<file path="config.mk">
export PLATFORM = sky130hd
export DESIGN_NAME = branch_resolve
export DESIGN_NICKNAME = d
export VERILOG_FILES = /design/src/rtl/branch_resolve_pkg.sv /design/src/rtl/branch_resolve_comp.sv /design/src/rtl/branch_resolve.sv
export SDC_FILE = /design/constraint.sdc
export NUM_CORES = 1
export LEC_CHECK = 0
export ABC_AREA = 1
export ABC_CLOCK_PERIOD_IN_PS = 6120
export BUFFER_PORTS_ARGS = -buffer_cell sky130_fd_sc_hd__buf_2
export CORE_ASPECT_RATIO = 2
export CORE_MARGIN = 3
export CORE_UTILIZATION = 30
export CTS_BUF_LIST = sky130_fd_sc_hd__clkbuf_16
export DETAILED_ROUTE_END_ITERATION = 16
export PLACE_DENSITY = 0.55
export REMOVE_ABC_BUFFERS = 1
export SYNTH_ARGS = -nofsm -noshare
export SYNTH_HDL_FRONTEND = slang
export SYNTH_SLANG_ARGS = --single-unit
export TNS_END_PERCENT = 30
</file>
<file path="constraint.sdc">
create_clock -name clk -period 6.12 [get_ports clk]
set_input_delay 0.306 -clock clk [delete_from_list [all_inputs] [get_ports clk]]
set_output_delay 0.306 -clock clk [all_outputs]
set_load 0.1 [all_outputs]
</file>
<file path="src/rtl/branch_resolve_pkg.sv">
// rtl/branch_resolve_pkg.sv - shared constants and state encoding for branch resolution
package branch_resolve_pkg;

    localparam int XLEN_DEFAULT = 32;

    localparam logic [2:0] BEQ  = 3'b000;
    localparam logic [2:0] BNE  = 3'b001;
    localparam logic [2:0] BLT  = 3'b100;
    localparam logic [2:0] BGE  = 3'b101;
    localparam logic [2:0] BLTU = 3'b110;
    localparam logic [2:0] BGEU = 3'b111;

    typedef enum logic [1:0] {
        IDLE  = 2'd0,
        OUT   = 2'd1,
        FLUSH = 2'd2
    } state_t;

endpackage

</file>
<file path="src/rtl/branch_resolve_comp.sv">
// rtl/branch_resolve_comp.sv - equality and signed/unsigned less-than flags for two operands
module branch_resolve_comp #(
    parameter int XLEN = 32
) (
    input  logic [XLEN-1:0] src_1,
    input  logic [XLEN-1:0] src_2,
    output logic            equal,
    output logic            signed_less,
    output logic            less
);

    assign equal       = (src_1 == src_2);
    assign signed_less = ($signed(src_1) < $signed(src_2));
    assign less        = (src_1 < src_2);

endmodule

</file>
<file path="src/rtl/branch_resolve.sv">
// rtl/branch_resolve.sv - resolves branches/jumps, registers the decision and drives redirect/flush
module branch_resolve
    import branch_resolve_pkg::*;
#(
    parameter int XLEN         = XLEN_DEFAULT,
    parameter int FLUSH_CYCLES = 2
) (
    input  logic            clk,
    input  logic            rst,
    input  logic            in_valid,
    output logic            in_ready,
    input  logic [2:0]      funct3,
    input  logic            is_jal,
    input  logic            is_jalr,
    input  logic [XLEN-1:0] pc,
    input  logic [XLEN-1:0] imm,
    input  logic [XLEN-1:0] src_1,
    input  logic [XLEN-1:0] src_2,
    input  logic            pred_taken,
    input  logic [XLEN-1:0] pred_target,
    output logic            out_valid,
    input  logic            out_ready,
    output logic            taken,
    output logic [XLEN-1:0] target,
    output logic [XLEN-1:0] link,
    output logic            mispredict,
    output logic            misaligned,
    output logic            illegal,
    output logic            redirect_valid,
    output logic [XLEN-1:0] redirect_pc,
    output logic            flush
);

    localparam logic [3:0] FLUSH_INIT = 4'(FLUSH_CYCLES);

    state_t          state, state_next;
    logic [3:0]      cnt;
    logic            equal, signed_less, less;
    logic            accept, out_hs;
    logic            cond_taken, taken_d, illegal_d, misaligned_d, mispredict_d;
    logic [XLEN-1:0] sum_pc, sum_rs, target_d, link_d;

    branch_resolve_comp #(.XLEN(XLEN)) u_comp (
        .src_1       (src_1),
        .src_2       (src_2),
        .equal       (equal),
        .signed_less (signed_less),
        .less        (less)
    );

    always_comb begin
        sum_pc     = pc + imm;
        sum_rs     = src_1 + imm;
        link_d     = pc + XLEN'(4);
        target_d   = is_jalr ? {sum_rs[XLEN-1:1], 1'b0} : sum_pc;
        cond_taken = 1'b0;
        illegal_d  = 1'b0;
        case (funct3)
            BEQ:     cond_taken = equal;
            BNE:     cond_taken = !equal;
            BLT:     cond_taken = signed_less;
            BGE:     cond_taken = !signed_less;
            BLTU:    cond_taken = less;
            BGEU:    cond_taken = !less;
            default: illegal_d  = 1'b1;
        endcase
        // Jumps ignore funct3 entirely, including the reserved encodings.
        if (is_jal || is_jalr) begin
            cond_taken = 1'b1;
            illegal_d  = 1'b0;
        end
        taken_d      = cond_taken;
        misaligned_d = taken_d & target_d[1];
        mispredict_d = !(illegal_d || misaligned_d)
                     && ((taken_d != pred_taken)
                         || (taken_d && pred_taken && (target_d != pred_target)));
    end

    always_ff @(posedge clk) begin
        if (rst) begin
            state <= IDLE;
        end else begin
            state <= state_next;
        end
    end

    always_comb begin
        state_next = state;
        case (state)
            IDLE: if (accept) state_next = OUT;
            OUT: begin
                if (out_hs) begin
                    if (mispredict) state_next = (FLUSH_INIT == 4'd0) ? IDLE : FLUSH;
                    else            state_next = accept ? OUT : IDLE;
                end
            end
            FLUSH:   if (cnt <= 4'd1) state_next = IDLE;
            default: state_next = IDLE;
        endcase
    end

    always_comb begin
        in_ready       = 1'b0;
        out_valid      = 1'b0;
        flush          = 1'b0;
        case (state)
            IDLE:    in_ready = 1'b1;
            OUT: begin
                out_valid = 1'b1;
                in_ready  = out_ready & !mispredict;
            end
            FLUSH:   flush = 1'b1;
            default: in_ready = 1'b0;
        endcase
        accept         = in_valid & in_ready;
        out_hs         = out_valid & out_ready;
        redirect_valid = out_hs & mispredict;
        redirect_pc    = taken ? target : link;
    end

    always_ff @(posedge clk) begin
        if (rst) begin
            cnt <= 4'd0;
        end else if (redirect_valid) begin
            cnt <= FLUSH_INIT;
        end else if (state == FLUSH && cnt != 4'd0) begin
            cnt <= cnt - 4'd1;
        end
    end

    always_ff @(posedge clk) begin
        if (rst) begin
            taken      <= 1'b0;
            target     <= '0;
            link       <= '0;
            mispredict <= 1'b0;
            misaligned <= 1'b0;
            illegal    <= 1'b0;
        end else if (accept) begin
            taken      <= taken_d;
            target     <= target_d;
            link       <= link_d;
            mispredict <= mispredict_d;
            misaligned <= misaligned_d;
            illegal    <= illegal_d;
        end
    end

endmodule

</file>
# [Word-level counts from Yosys, hierarchy flattened]
# Cells that the tools add are included.
[totals] register_bits=74 in_bits=170 output_inout_bits=104 elab_cells=70
[classes] addsub=4 magnitude_cmp=3 eq_ne=13 n_mux=17 n_bitwise=5 reduce_logical=19
[ops] cell="$add A32 B32 Y32" n=2
[ops] cell="$lt A32 B32 Y1" n=2
[ops] cell="$mux W32" n=2
[ops] cell="$add A32 B3 Y32 const B" n=1
[ops] cell="$eq A32 B32 Y1" n=1
[ops] cell="$ne A32 B32 Y1" n=1
[ops] cell="$eq A3 B3 Y1 const B" n=4
[ops] cell="$mux W2" n=6
[ops] cell="$mux W1" n=6
[ops] cell="$ne A2 B2 Y1 const B" n=3
[ops] cell="$pmux W1 S6" n=1
[ops] cell="$pmux W2 S3" n=1
[ops] cell="$reduce_or A6 Y1" n=1
[ops] cell="$and A1 B1 Y1" n=5
[ops] cell="$logic_not A1 Y1" n=5
[ops] cell="$le A4 B1 Y1 const B" n=1
[ops] cell="$logic_and A1 B1 Y1" n=4
[ops] cell="$reduce_bool A4 Y1" n=1
[ops] cell="$sub A4 B1 Y4 const B" n=1
[ops] cell="$eq A3 B1 Y1 const B" n=1
[ops] cell="$logic_not A3 Y1" n=1
[ops] cell="$logic_or A1 B1 Y1" n=3
[ops] cell="$reduce_and A3 Y1" n=1
[ops] cell="$eq A2 B1 Y1 const B" n=1
[ops] cell="6 further kinds" n=6

# [Depth between registers and ports, before layout]
# Gate-level depths: netlist of run 1.
[logic_depth] word_depth=8 ltp_mapped=24 ltp_nobuf=24

# [Modules after synthesis]
# Synthesis of run 1 repeated with hierarchy kept, for this count alone.
[unflattened] hier_cells=1939 hier_area_um2=10478.8
[modules_own_cells] module="branch_resolve" n_inst=1 cells_per_inst=1793 area_each_um2=9591.7 seq_area_each_um2=1481.4
[modules_own_cells] module="branch_resolve_comp" n_inst=1 cells_per_inst=146 area_each_um2=887.1 seq_area_each_um2=0.0

# [Least setup slack after synthesis of run 1]
# Ideal clock, no wire load.
[synth_path] path_type="register to register" startpoint="register mispredict" endpoint="register link[5]" setup_time_ps=71 t_arrival_ps=3880 required_ps=6049 slack_ps=2169 stages_incl_launch_ff=9 path_buffers=2 synth_period_minus_slack_ps=3951 cell_sequence="dfxtp_1 -> or2_2 -> a21oi_1 -> nand2_1 -> inv_1 -> clkbuf_1 -> clkbuf_1 -> o21ai_0 -> a21oi_1"
[synth_between] elab_chain_cells=4
[synth_lines] element="start: declaration" line_no="branch_resolve.sv:26" rtl="output logic mispredict,"
[synth_lines] element="start signal: assignment" line_no="branch_resolve.sv:143" rtl="mispredict <= mispredict_d;"
[synth_lines] element="$logic_not A1 Y1" line_no="branch_resolve.sv:110" rtl="in_ready = out_ready & !mispredict;"
[synth_lines] element="$and A1 B1 Y1" line_no="branch_resolve.sv:110"
[synth_lines] element="$pmux W1 S2" line_no="branch_resolve.sv:106" rtl="case (state)"
[synth_lines] element="named net in_ready" line_no="branch_resolve.sv:11" rtl="output logic in_ready,"
[synth_lines] element="$and A1 B1 Y1" line_no="branch_resolve.sv:115" rtl="accept = in_valid & in_ready;"
[synth_lines] element="end signal: assignment" line_no="branch_resolve.sv:142" rtl="link <= link_d;"
[synth_lines] element="end: declaration" line_no="branch_resolve.sv:25" rtl="output logic [XLEN-1:0] link,"
# The timed path passes the listed nets, and every way through them passes these cells.
# A chain may end at the register's enable or synchronous reset.

# [Worst setup path after layout of run 1]
[layout_path] startpoint="input port src_1[31]" endpoint="register mispredict"
[layout_between] elab_chain_cells=8 elab_cells_between_ends=19 cone_classes="add/sub: 1; order compare: 2; eq/ne: 3; mux: 3; bitwise: 1; reduce/logical: 9"
[layout_lines] element="start: declaration" line_no="branch_resolve.sv:17" rtl="input logic [XLEN-1:0] src_1,"
[layout_lines] element="$lt A32 B32 Y1 (tied with other cells)" line_no="branch_resolve_comp.sv:14" rtl="assign less = (src_1 < src_2);"
[layout_lines] element="$logic_not A1 Y1 (on tied branches)" line_no="branch_resolve.sv:64, branch_resolve.sv:60, branch_resolve.sv:62"
[layout_lines] element="$pmux W1 S6 *" line_no="branch_resolve.sv:58" rtl="case (funct3)"
[layout_lines] element="$mux W1 *" line_no="branch_resolve.sv:68" rtl="if (is_jal || is_jalr) begin"
[layout_lines] element="named net cond_taken" line_no="branch_resolve.sv:40" rtl="logic cond_taken, taken_d, illegal_d, misaligned_d, mispredict_d;"
[layout_lines] element="$and A1 B1 Y1 / $logic_and A1 B1 Y1 (equally long branches)" line_no="branch_resolve.sv:73, branch_resolve.sv:76"
[layout_lines] element="$logic_or A1 B1 Y1 / $logic_and A1 B1 Y1 (equally long branches)" line_no="branch_resolve.sv:74, branch_resolve.sv:76"
[layout_lines] element="$logic_not A1 Y1 / $logic_or A1 B1 Y1 (equally long branches)" line_no="branch_resolve.sv:74, branch_resolve.sv:76"
[layout_lines] element="$logic_and A1 B1 Y1 *" line_no="branch_resolve.sv:75" rtl="&& ((taken_d != pred_taken)"
# The timed path passes the listed nets; every way through them passes the cells marked *.

==> metrics.cfg, run 1 <==
[synthesis]
synthesis.area_mm2=0.01048
async_reset_ff_share_pct=0
synth.area.top_cells=nand2_1 23%, inv_1 15%, dfxtp_1 14%
yosys.area.top_type=nand2_1
synthTopCellsByCount=639 x nand2_1, 407 x inv_1, 193 x nand3_1, 149 x nor2_1, 117 x a21oi_1
netlist_instances=1952
yosysWarnings=0
synth_cell_type_count=44
synth_edf_count=0
ys_ff_latch=74
synth_most_common_cell=nand2_1
synthFlopType=dfxtp_1
synth-seq-area-share_pct=14.14
synth_top_cell_area_share_pct=22.89
syn_avg_cell_area_um2=5.368

[place]
dp_hpwl_mm=41.24
numPortBuffers=273
place_ws_ns=2.661
place.gp.congestion=0.9780

[timing]
fin_ws_ns=3.004
setup-violations-final=0
layout_min_cycle_time_ns=3.116
fin_skew_ns=0.01371
setup_tns_ns=0
finalMaxSlewViolations=0
fmax_mhz=321.0
finalCritPeriodShare_pct=50.91
rsz0062_at_grt=no
worst_slew_pin_slew_ns=1.089
hold_viol=0
slew_headroom_pct=27.35

[global_route]
grt_pass1_wl_mm=70.82
track_usage_pct=24.63
grt_pass1_vias=12410
antenna_found_initial=1
grt_overflow=0
grt_max_degree=68

[detailed_routing]
drc=0
detail-route-antenna-nets=0
via_count=12720
via_per_inst=4.799
drt_pass1_iterations=5
routed_wl_mm=47.48
drtIter0Drc=718
wire_per_inst_um=17.91

[floorplan]
ios=274
core_area_mm2=0.03435
fp.dieH_um=270.3
die-area_mm2=0.03734
initial_utilization_pct=30.50
num_rows=96
die_w_um=138.1

[clock_tree]
cts-buffers-inserted=9
clkSinkCount=74
cts.clk_slew.worst_paths_ns=0.08
clk_path_buf_depth=2
postCtsHoldBufs=0
postCtsSetupRepairBufs=0
clk_latency_ns=0.35
cts_tree=done
h-tree-depth=3
cts_resized=0
root_buffer=clkbuf_16

[critical_path]
crit_required_ns=6.34
start_kind=input port
cp.arrival_ns=3.33
reg2regPathDepth=8
critPathKind=in2reg
worstPathMaxFanout=5
end_kind=flip-flop

[worst_hold_path]
hold_depth=2
hold_path.class=in2reg

[finish]
layout-drive-gt1-share_pct=14.53
area_delta_synth_final_pct=20.21
nNetsFinal=2473
register_area_mm2=0.001483
multi_input_area_mm2=0.007320
final_util_pct=36.66
nFillCells=4054

[power_and_ir_drop]
power.density_mw_per_mm2=209.1
ir_drop_mv=0.1418
leakagePower_nw=7.656

[run]
maxCapViolations=0

[status]
status=completed

-- cell usage in the layout (no fill, tap or decap), types with 8 or more instances in the layout --
cell type	Yosys	final
nand2_1	639	638
inv_1	407	406
buf_2	4	273
nand3_1	193	193
nor2_1	149	149
a21oi_1	117	117
ha_1	97	97
o21ai_0	89	89
dfxtp_1	74	73
nand4_1	23	23
xor2_1	22	22
nor3_1	18	18
nand3b_1	15	15
clkbuf_16	0	9
xnor2_1	8	8
o21ai_1	8	8
-- where the power goes --
group | internal [W] | switching [W] | total, W
clock network | 0.000320 | 0.000243 | 0.000563
logic | 0.000347 | 0.00115 | 0.00150
registers | 0.000526 | 0.0000419 | 0.000568
-- per-stage QoR --
| stage | cell area (um^2) | cells | hold WS [ns] | power (W) |
|---|---|---|---|---|
| 2_1_floorplan | 10340 | 1916 | 0.3751 | 0.001660 |
| 3_3_place_gp | 12290 | 2634 | 0.4531 | 0.002078 |
| 3_5_place_dp | 12290 | 2634 | 0.4559 | 0.002085 |
| 4_1_cts | 12590 | 2650 | 0.2104 | 0.002656 |
| 5_1_grt | 12590 | 2651 | 0.2186 | 0.002800 |
| 6_report | 12590 | 2651 | 0.2232 | 0.002633 |
-- state kept, by name, summed over array words and instances (netlist names) --
name / flops
illegal: 1
state: 2
mispredict: 1
misaligned: 1
cnt: 4
taken: 1
link: 32
target: 32
-- worst max-delay path, stage by stage --
cell,delay (ns)
buf_2,0.11
ha_1,0.44
nand2_1,0.13
nor2_1,0.30
nand2_1,0.12
nor4_1,0.45
nand3_1,0.31
o21bai_1,0.24
a21oi_1,0.13
nand3_1,0.23
ha_1,0.35
inv_1,0.05
nand2_1,0.05
nand2_1,0.05
a21oi_1,0.06
-- kinds of logic after synthesis --
| group | synth area share [%] |
|---|---|
| AOI/OAI and AO/OA | 11.63 |
| adders and majority gates | 11.97 |
| xor gates and xnor gates | 2.508 |
| DFF | 14.14 |
| buffers and inverters | 16.03 |
| and+or+nand+nor | 43.19 |
| muxes | 0.5373 |
-- worst paths after layout --
path	start	end	slack (ns)
worst min register to register	link[0]$_SDFFE_PP0P_	link[0]$_SDFFE_PP0P_	0.46
worst min-delay path	pc[2]	link[2]$_SDFFE_PP0P_	0.22
worst max register to register	mispredict$_SDFFE_PP0P_	target[7]$_SDFFE_PP0P_	3.43
worst max-delay path	src_1[31]	mispredict$_SDFFE_PP0P_	3.00
-- cell type report --
type / instances / share of cell area [%]
inverters: 410 / 12.22
repair buffers: 277 / 11.09
diodes: 1 / 0.01987
well taps: 441 / 4.381
flip-flops and latches: 74 / 11.77
multi-input cells: 1432 / 58.12
clock buffers: 9 / 1.788
clock inverters: 7 / 0.6159
-- metal layers --
layer / track usage, % / wire length, um
met4: 16.53 / 3936
met3: 2.286 / 1567
met1: 22.48 / 15810
met2: 49.83 / 26160
met5: 0 / 0
Note: power is estimated with default switching activity, not from simulation.
==> run 2: changes to the inputs <==
--- a/config.mk
+++ b/config.mk
@@ -6,14 +6,14 @@
 export NUM_CORES = 1
 export LEC_CHECK = 0
 export ABC_AREA = 1
-export ABC_CLOCK_PERIOD_IN_PS = 6120
+export ABC_CLOCK_PERIOD_IN_PS = 2600
 export BUFFER_PORTS_ARGS = -buffer_cell sky130_fd_sc_hd__buf_2
 export CORE_ASPECT_RATIO = 2
 export CORE_MARGIN = 3
 export CORE_UTILIZATION = 30
 export CTS_BUF_LIST = sky130_fd_sc_hd__clkbuf_16
 export DETAILED_ROUTE_END_ITERATION = 16
-export PLACE_DENSITY = 0.55
+export PLACE_DENSITY = 0.57
 export REMOVE_ABC_BUFFERS = 1
 export SYNTH_ARGS = -nofsm -noshare
 export SYNTH_HDL_FRONTEND = slang
==> constraint.sdc (replaced) <==
create_clock -name clk -period 2.6 [get_ports clk]
set_input_delay 0.13 -clock clk [delete_from_list [all_inputs] [get_ports clk]]
set_output_delay 0.13 -clock clk [all_outputs]
set_load 0.1 [all_outputs]
==> run 2 against run 1 <==
  * First-iteration DRC count is 27% lower
  * Critical endpoint unchanged
  * Final area is 19% higher
  * Sequential share of layout area is 1.9 points lower
  * Final cell count is 9.5% higher
  * Power grew to 2.6 times the previous value
  * Clock power grew to 2.6 times the previous value
  * Count of clock-buffer cells in the layout stayed put
  * Via count is 8.0% higher
  * Sequential power is 130% higher
  * Largest power group unchanged
==> metrics.cfg, run 2 (same netlist as run 1, synthesis figures left out) <==
[status]
status=completed

[critical_path]
start_kind=input port
cp_slowest_cell=ha_2
cpLargestDelayFamily=simple AND/OR/NAND/NOR gates
cp.arrival_ns=2.63  ; -0.70 ns
max_stage_delay_ns=0.39  ; -0.06 ns
crit_required_ns=2.82  ; -3.52 ns
worstPathMaxFanout=4  ; -1
critPathKind=in2reg
cp_num_buf_inv=2  ; unchanged
crit_top_cell=nand2_1
end_kind=flip-flop
path_cells=buf_2 > ha_2 > nand2_1 > nor2_2 > nand3_1 > nand2_2 > buf_4 > nand2_1 > nand3_1 > nand2_1 > nand2_1 > nand2_1 > nand3_1 > nand2_1 > nor2_1 > nand3_2 > nor2_2 > nand2_1 > nand2_1 > nand2_1 > nand2_1 > a21oi_1
r2r_slack_ns=0.49  ; -2.94 ns

[power_and_ir_drop]
leakagePower_nw=8.975  ; +17%
p_seq_share_pct=19.0  ; -2.6 points
netSwitchingPower_w=0.003523  ; +140%
p_comb_share_pct=59.8  ; +2.7 points
power.density_mw_per_mm2=464.9  ; +120%
pwr-share-clk_pct=21.2  ; -0.2 points
sw_frac_of_total_pct=50.55  ; -4.1 points
p_int_w=0.003447  ; +190%
ir_drop_mv=0.3758  ; +160%

[finish]
final_util_pct=43.64  ; +7.0 points
layout-drive-gt1-share_pct=26.40  ; +12 points
nNetsFinal=2722  ; +10%
top_regs=link: 32 flops, target: 32 flops, cnt: 4 flops
stdcell_count=2903  ; +9.5%
area_delta_synth_final_pct=43.10
nFillCells=3873  ; -4.5%
layout_common_cells=618 x nand2_1, 407 x inv_1, 273 x buf_2
final_common_cell=nand2_1

[global_route]
grt_pass1_wl_mm=75.24  ; +6.2%
grt_overflow=0  ; unchanged
use_met3_pct=2.303  ; +0.018 points
antenna_found_initial=3  ; +2
grt_max_degree=58  ; -15%
grt_util_met1_pct=22.48  ; about the same
track_usage_pct=26.12  ; +1.5 points
gr-usage-met2_pct=52.91  ; +3.1 points
grt_pass1_vias=13820  ; +11%
top_usage_layer=met2

[clock_tree]
clk_latency_ns=0.35  ; about the same
cts-buffers-inserted=9  ; unchanged
h-tree-depth=3  ; unchanged
clkSinkCount=74  ; unchanged
cts.clk_slew.worst_paths_ns=0.06  ; -0.02 ns
cts_tree=done
root_buffer=clkbuf_16
clk_path_buf_depth=2  ; unchanged

[floorplan]
initial_utilization_pct=30.50  ; unchanged
num_rows=96  ; unchanged
core_area_mm2=0.03435  ; unchanged
ios=274  ; unchanged
die_w_um=138.1  ; unchanged
die-area_mm2=0.03734  ; unchanged
fp.dieH_um=270.3  ; unchanged

[timing]
hold_viol=0  ; unchanged
fmax_mhz=414.5
finalMaxSlewViolations=0  ; unchanged
setup-violations-final=0  ; unchanged
layout_min_cycle_time_ns=2.412
worst_slew_pin_slew_ns=0.5981  ; -0.4904 ns
fin_skew_ns=0.003805  ; -0.009906 ns
slew_headroom_pct=60.12  ; +33 points
setup_tns_ns=0  ; unchanged
finalCritPeriodShare_pct=92.78
fin_ws_ns=0.1876  ; -2.817 ns

[detailed_routing]
routed_wl_mm=50.45  ; +6.3%
drt_pass1_iterations=5  ; unchanged
via_per_inst=4.732  ; -1.4%
wire_per_inst_um=17.38  ; -3.0%
detail-route-antenna-nets=0  ; unchanged
drtIter0Drc=524  ; -27%
drc=0  ; unchanged
via_count=13740  ; +8.0%

[run]
maxCapViolations=0  ; unchanged

[place]
place_ws_ns=-0.4815  ; -3.143 ns
dp_hpwl_mm=44.47  ; +7.8%
place.gp.congestion=0.9948  ; +1.7%
numPortBuffers=273  ; unchanged
post-place-cells=2883  ; +9.5%

[worst_hold_path]
hold_path.class=in2reg

[run 2: worst register-to-register path: stages (launching register included)]
cell,delay [ns]
dfxtp_1,0.35
or2_2,0.30
a21oi_1,0.20
nand2_2,0.20
a31oi_1,0.45
a21boi_0,0.34
nand2_1,0.09
a21oi_1,0.11
[run 2: final timing paths]
check                                             start  depth (start not counted)                 endpoint
worst min-delay path                          out_ready                          4    state[0]$_SDFFE_PP0P_
worst max register to register  mispredict$_SDFFE_PP0P_                          7  mispredict$_SDFFE_PP0P_
worst min register to register     link[4]$_SDFFE_PP0P_                          2     link[4]$_SDFFE_PP0P_
worst max-delay path                              pc[4]                         22  mispredict$_SDFFE_PP0P_
[run 2: final cells by class]
type                    instances  area (um^2)  share of cell area [%]
inverters                     410         1539                   10.26
diodes                          4        10.01                 0.06676
repair buffers                526         3403                   22.70
well taps                     441        551.8                   3.680
flip-flops and latches         74         1483                   9.889
multi-input cells            1432         7665                   51.12
clock buffers                   9        225.2                   1.502
clock inverters                 7        116.4                  0.7761
[run 2: power groups by stage]
stage / clock [W] / combinational, W / sequential (W)
2_1_floorplan: 0 / 0.00185 / 0.00206
3_3_place_gp: 0 / 0.00406 / 0.00135
3_5_place_dp: 0 / 0.00408 / 0.00135
4_1_cts: 0.00151 / 0.00410 / 0.00132
6_report: 0.00148 / 0.00417 / 0.00132
5_1_grt: 0.00154 / 0.00451 / 0.00134
[run 2: metal layers]
metal	wire, um	part of all wire [%]
met2	27670	55
met4	5004	9.9
met5	0	0
met3	1490	3.0
met1	16290	32
[run 2: per-stage QoR]
| stage | hold slack, ns | instance area (um^2) | total power [W] |
|---|---|---|---|
| after detailed placement | 0.4397 | 14300 | 0.005429 |
| after global routing | 0.08549 | 14990 | 0.007385 |
| after CTS | 0.06390 | 14670 | 0.006939 |
| final | 0.08154 | 14990 | 0.006970 |
| after floorplan | 0.1991 | 10340 | 0.003908 |
| after global placement | 0.4156 | 14300 | 0.005409 |
[run 2: repair_timing]
action | in CTS | in global routing
buffers inserted | 0 | 0
gates resized for setup | 8 | 81
pin swaps | 0 | 6
hold buffers | 0 | 0
setup endpoints to repair | 1 | 2
==> run 3: changes to the inputs <==
--- a/config.mk
+++ b/config.mk
@@ -8,12 +8,14 @@
 export ABC_AREA = 1
 export ABC_CLOCK_PERIOD_IN_PS = 2600
 export BUFFER_PORTS_ARGS = -buffer_cell sky130_fd_sc_hd__buf_2
+export CELL_PAD_IN_SITES_DETAIL_PLACEMENT = 2
+export CELL_PAD_IN_SITES_GLOBAL_PLACEMENT = 2
 export CORE_ASPECT_RATIO = 2
 export CORE_MARGIN = 3
-export CORE_UTILIZATION = 30
+export CORE_UTILIZATION = 24
 export CTS_BUF_LIST = sky130_fd_sc_hd__clkbuf_16
 export DETAILED_ROUTE_END_ITERATION = 16
-export PLACE_DENSITY = 0.57
+export PLACE_DENSITY = 0.84
 export REMOVE_ABC_BUFFERS = 1
 export SYNTH_ARGS = -nofsm -noshare
 export SYNTH_HDL_FRONTEND = slang
==> run 3 against run 2 <==
  * Power increased by 6.2%
  * The run now ends with setup timing left
  * Clock power shrank 12%
  * Largest cell class unchanged
  * Register-to-register slack got worse by 0.16 ns
==> metrics.cfg, run 3 (same netlist as run 1, synthesis figures left out) <==
[detailed_routing]
drt_pass1_iterations=5  ; unchanged
via_per_inst=5.162  ; +9.1%
wire_per_inst_um=23.82  ; +37%
detail-route-antenna-nets=0  ; unchanged
drc=0  ; unchanged
routed_wl_mm=72.91  ; +45%
drtIter0Drc=764  ; +46%
via_count=15800  ; +15%

[finish]
postLayoutCellArea_mm2=0.01591  ; +6.1%
final_util_pct=37.13  ; -6.5 points
top_regs=link: 32 flops, target: 32 flops, cnt: 4 flops
nNetsFinal=2769  ; +1.7%
final_common_cell=nand2_1
layout_common_cells=572 x nand2_1, 399 x inv_1, 298 x buf_4
layout-drive-gt1-share_pct=32.14  ; +5.7 points
area_delta_synth_final_pct=51.84

[timing]
finalCritPeriodShare_pct=109.7  ; +17 points
setup-violations-final=1  ; +1
fin_ws_ns=-0.2518  ; -0.4394 ns
finalMaxSlewViolations=0  ; unchanged
worst_slew_pin_slew_ns=0.6076  ; +0.009500 ns
slew_headroom_pct=59.12  ; -1.0 points
fmax_mhz=350.7  ; -15%
hold_viol=0  ; unchanged
fin_skew_ns=0.01584  ; +0.01203 ns
layout_min_cycle_time_ns=2.852  ; +0.4394 ns

[power_and_ir_drop]
netSwitchingPower_w=0.004082  ; +16%
pwr-share-clk_pct=17.6  ; -3.6 points
ir_drop_mv=0.3142  ; -16%
p_int_w=0.003318  ; -3.7%
sw_frac_of_total_pct=55.16  ; +4.6 points
p_comb_share_pct=64.4  ; +4.6 points
leakagePower_nw=9.216  ; +2.7%
power.density_mw_per_mm2=465.2  ; about the same
p_seq_share_pct=18.0  ; -1.0 points

[worst_hold_path]
holdCritStartpoint=pc[2]
hold_path.class=in2reg
hold_depth=3  ; -1

[clock_tree]
h-tree-depth=3  ; unchanged
clkSinkCount=74  ; unchanged
postCtsHoldBufs=0  ; unchanged
root_buffer=clkbuf_16
cts-buffers-inserted=9  ; unchanged
clk_latency_ns=0.36  ; about the same
clk_path_buf_depth=2  ; unchanged
cts_tree=done
cts.clk_slew.worst_paths_ns=0.08  ; +0.02 ns

[global_route]
grt_overflow=0  ; unchanged
track_usage_pct=26.33  ; +0.21 points
grt_max_degree=52  ; -10%
antenna_found_initial=12  ; +9
grt_pass1_wl_mm=95.30  ; +27%
grt_pass1_vias=17150  ; +24%

[floorplan]
num_rows=107  ; +11%
die_w_um=153.7  ; +11%
initial_utilization_pct=24.46  ; -6.0 points
fp.dieH_um=301.5  ; +12%
core_area_mm2=0.04284  ; +25%
die-area_mm2=0.04635  ; +24%
ios=274  ; unchanged

[place]
dp_hpwl_mm=56.28  ; +27%
numPortBuffers=273  ; unchanged
place_area_mm2=0.01465  ; +2.5%
place.gp.congestion=0.9132  ; -8.2%

[critical_path]
crit_required_ns=2.82  ; about the same
critPathKind=in2reg
reg2regPathDepth=9  ; +2
end_kind=flip-flop
timing.rr.start=mispredict$_SDFFE_PP0P_
worstPathMaxFanout=4  ; unchanged
cp.arrival_ns=3.07  ; +0.44 ns
start_kind=input port
worst_setup_path_startpoint=imm[18]

[run]
maxCapViolations=0  ; unchanged

[status]
violations=setup timing
status=finished, violations left

==> run 3: cell types whose count changed in the layout (fill, tap and decap cells not counted), sizes merged <==
cell	delta
buf	+47
bufinv	-3
inv	+3
diode	+7
==> run 3: area by class of cell <==
| type | instances | area, um^2 |
|---|---|---|
| clock inverter | 7 | 68.82 |
| clock buffer | 9 | 225.2 |
| fill | 5462 | 26930 |
| timing repair buffer | 573 | 3643 |
| tap | 545 | 681.9 |
| inverter | 410 | 1539 |
| multi-input combinational | 1432 | 8240 |
| sequential | 74 | 1483 |
| antenna | 11 | 27.53 |
==> run 3: critical path: stages <==
cell and delay (ns):
buf_2 0.12, buf_12 0.13, ha_4 0.23, buf_4 0.16, nand2_1 0.24, inv_1 0.12, a21oi_1 0.28, nor2_1 0.12
nor2_1 0.26, nand4_1 0.17, nand3_1 0.19, nand2_1 0.11, nand2_1 0.08, nand2_1 0.05, nor2_1 0.09, nand2_1 0.10
nor2_1 0.14, nand2_1 0.10, nand2_1 0.08, nand2_1 0.05, nand2_1 0.07, a21oi_1 0.07
==> run 3: power groups by stage <==
stage | Combinational, W | Sequential, W | Clock (W)
6_report | 0.00477 | 0.00133 | 0.00130
4_1_cts | 0.00435 | 0.00133 | 0.00132
5_1_grt | 0.00505 | 0.00135 | 0.00135
3_5_place_dp | 0.00431 | 0.00135 | 0
3_3_place_gp | 0.00411 | 0.00135 | 0
2_1_floorplan | 0.00185 | 0.00206 | 0
==> run 3: per-stage QoR <==
stage / hold WS [ns] / std cells / worst slack [ns] / TNS (ns) / power, W
2_1_floorplan: 0.1991 / 1916 / -3.228 / -215.13 / 0.003908
5_1_grt: 0.1120 / 3061 / -0.4460 / -0.4460 / 0.007743
6_report: 0.1247 / 3061 / -0.2518 / -0.2518 / 0.007400
4_1_cts: 0.06517 / 3049 / 0.006907 / 0 / 0.007003
3_5_place_dp: 0.4487 / 3032 / -0.5835 / -1.148 / 0.005667
3_3_place_gp: 0.4317 / 3032 / -0.3989 / -0.8389 / 0.005460
==> run 3: final timing paths <==
kind / slack [ns] / to
worst min-delay path: 0.12 / link[2]$_SDFFE_PP0P_
worst max register to register: 0.33 / mispredict$_SDFFE_PP0P_
worst min register to register: 0.51 / target[1]$_SDFFE_PP0P_
worst max-delay path: -0.25 / mispredict$_SDFFE_PP0P_
==> run 3: what timing repair did <==
| item | in CTS | in global routing |
|---|---|---|
| pin swaps | 1 | 24 |
| endpoints found under the setup margin | 1 | 1 |
| setup buffers | 1 | 1 |
| resized for setup | 28 | 189 |
==> run 3: per-layer routing <==
metal / vias to the layer above / wire (um) / track usage [%] / share of wire, %
met5: - / 0 / 0 / 0
met1: 7759 / 24250 / 24.64 / 33
li1: 7218 / - / - / -
met4: 0 / 6340 / 15.09 / 8.7
met3: 279 / 2522 / 1.379 / 3.5
met2: 546 / 39790 / 54.69 / 55
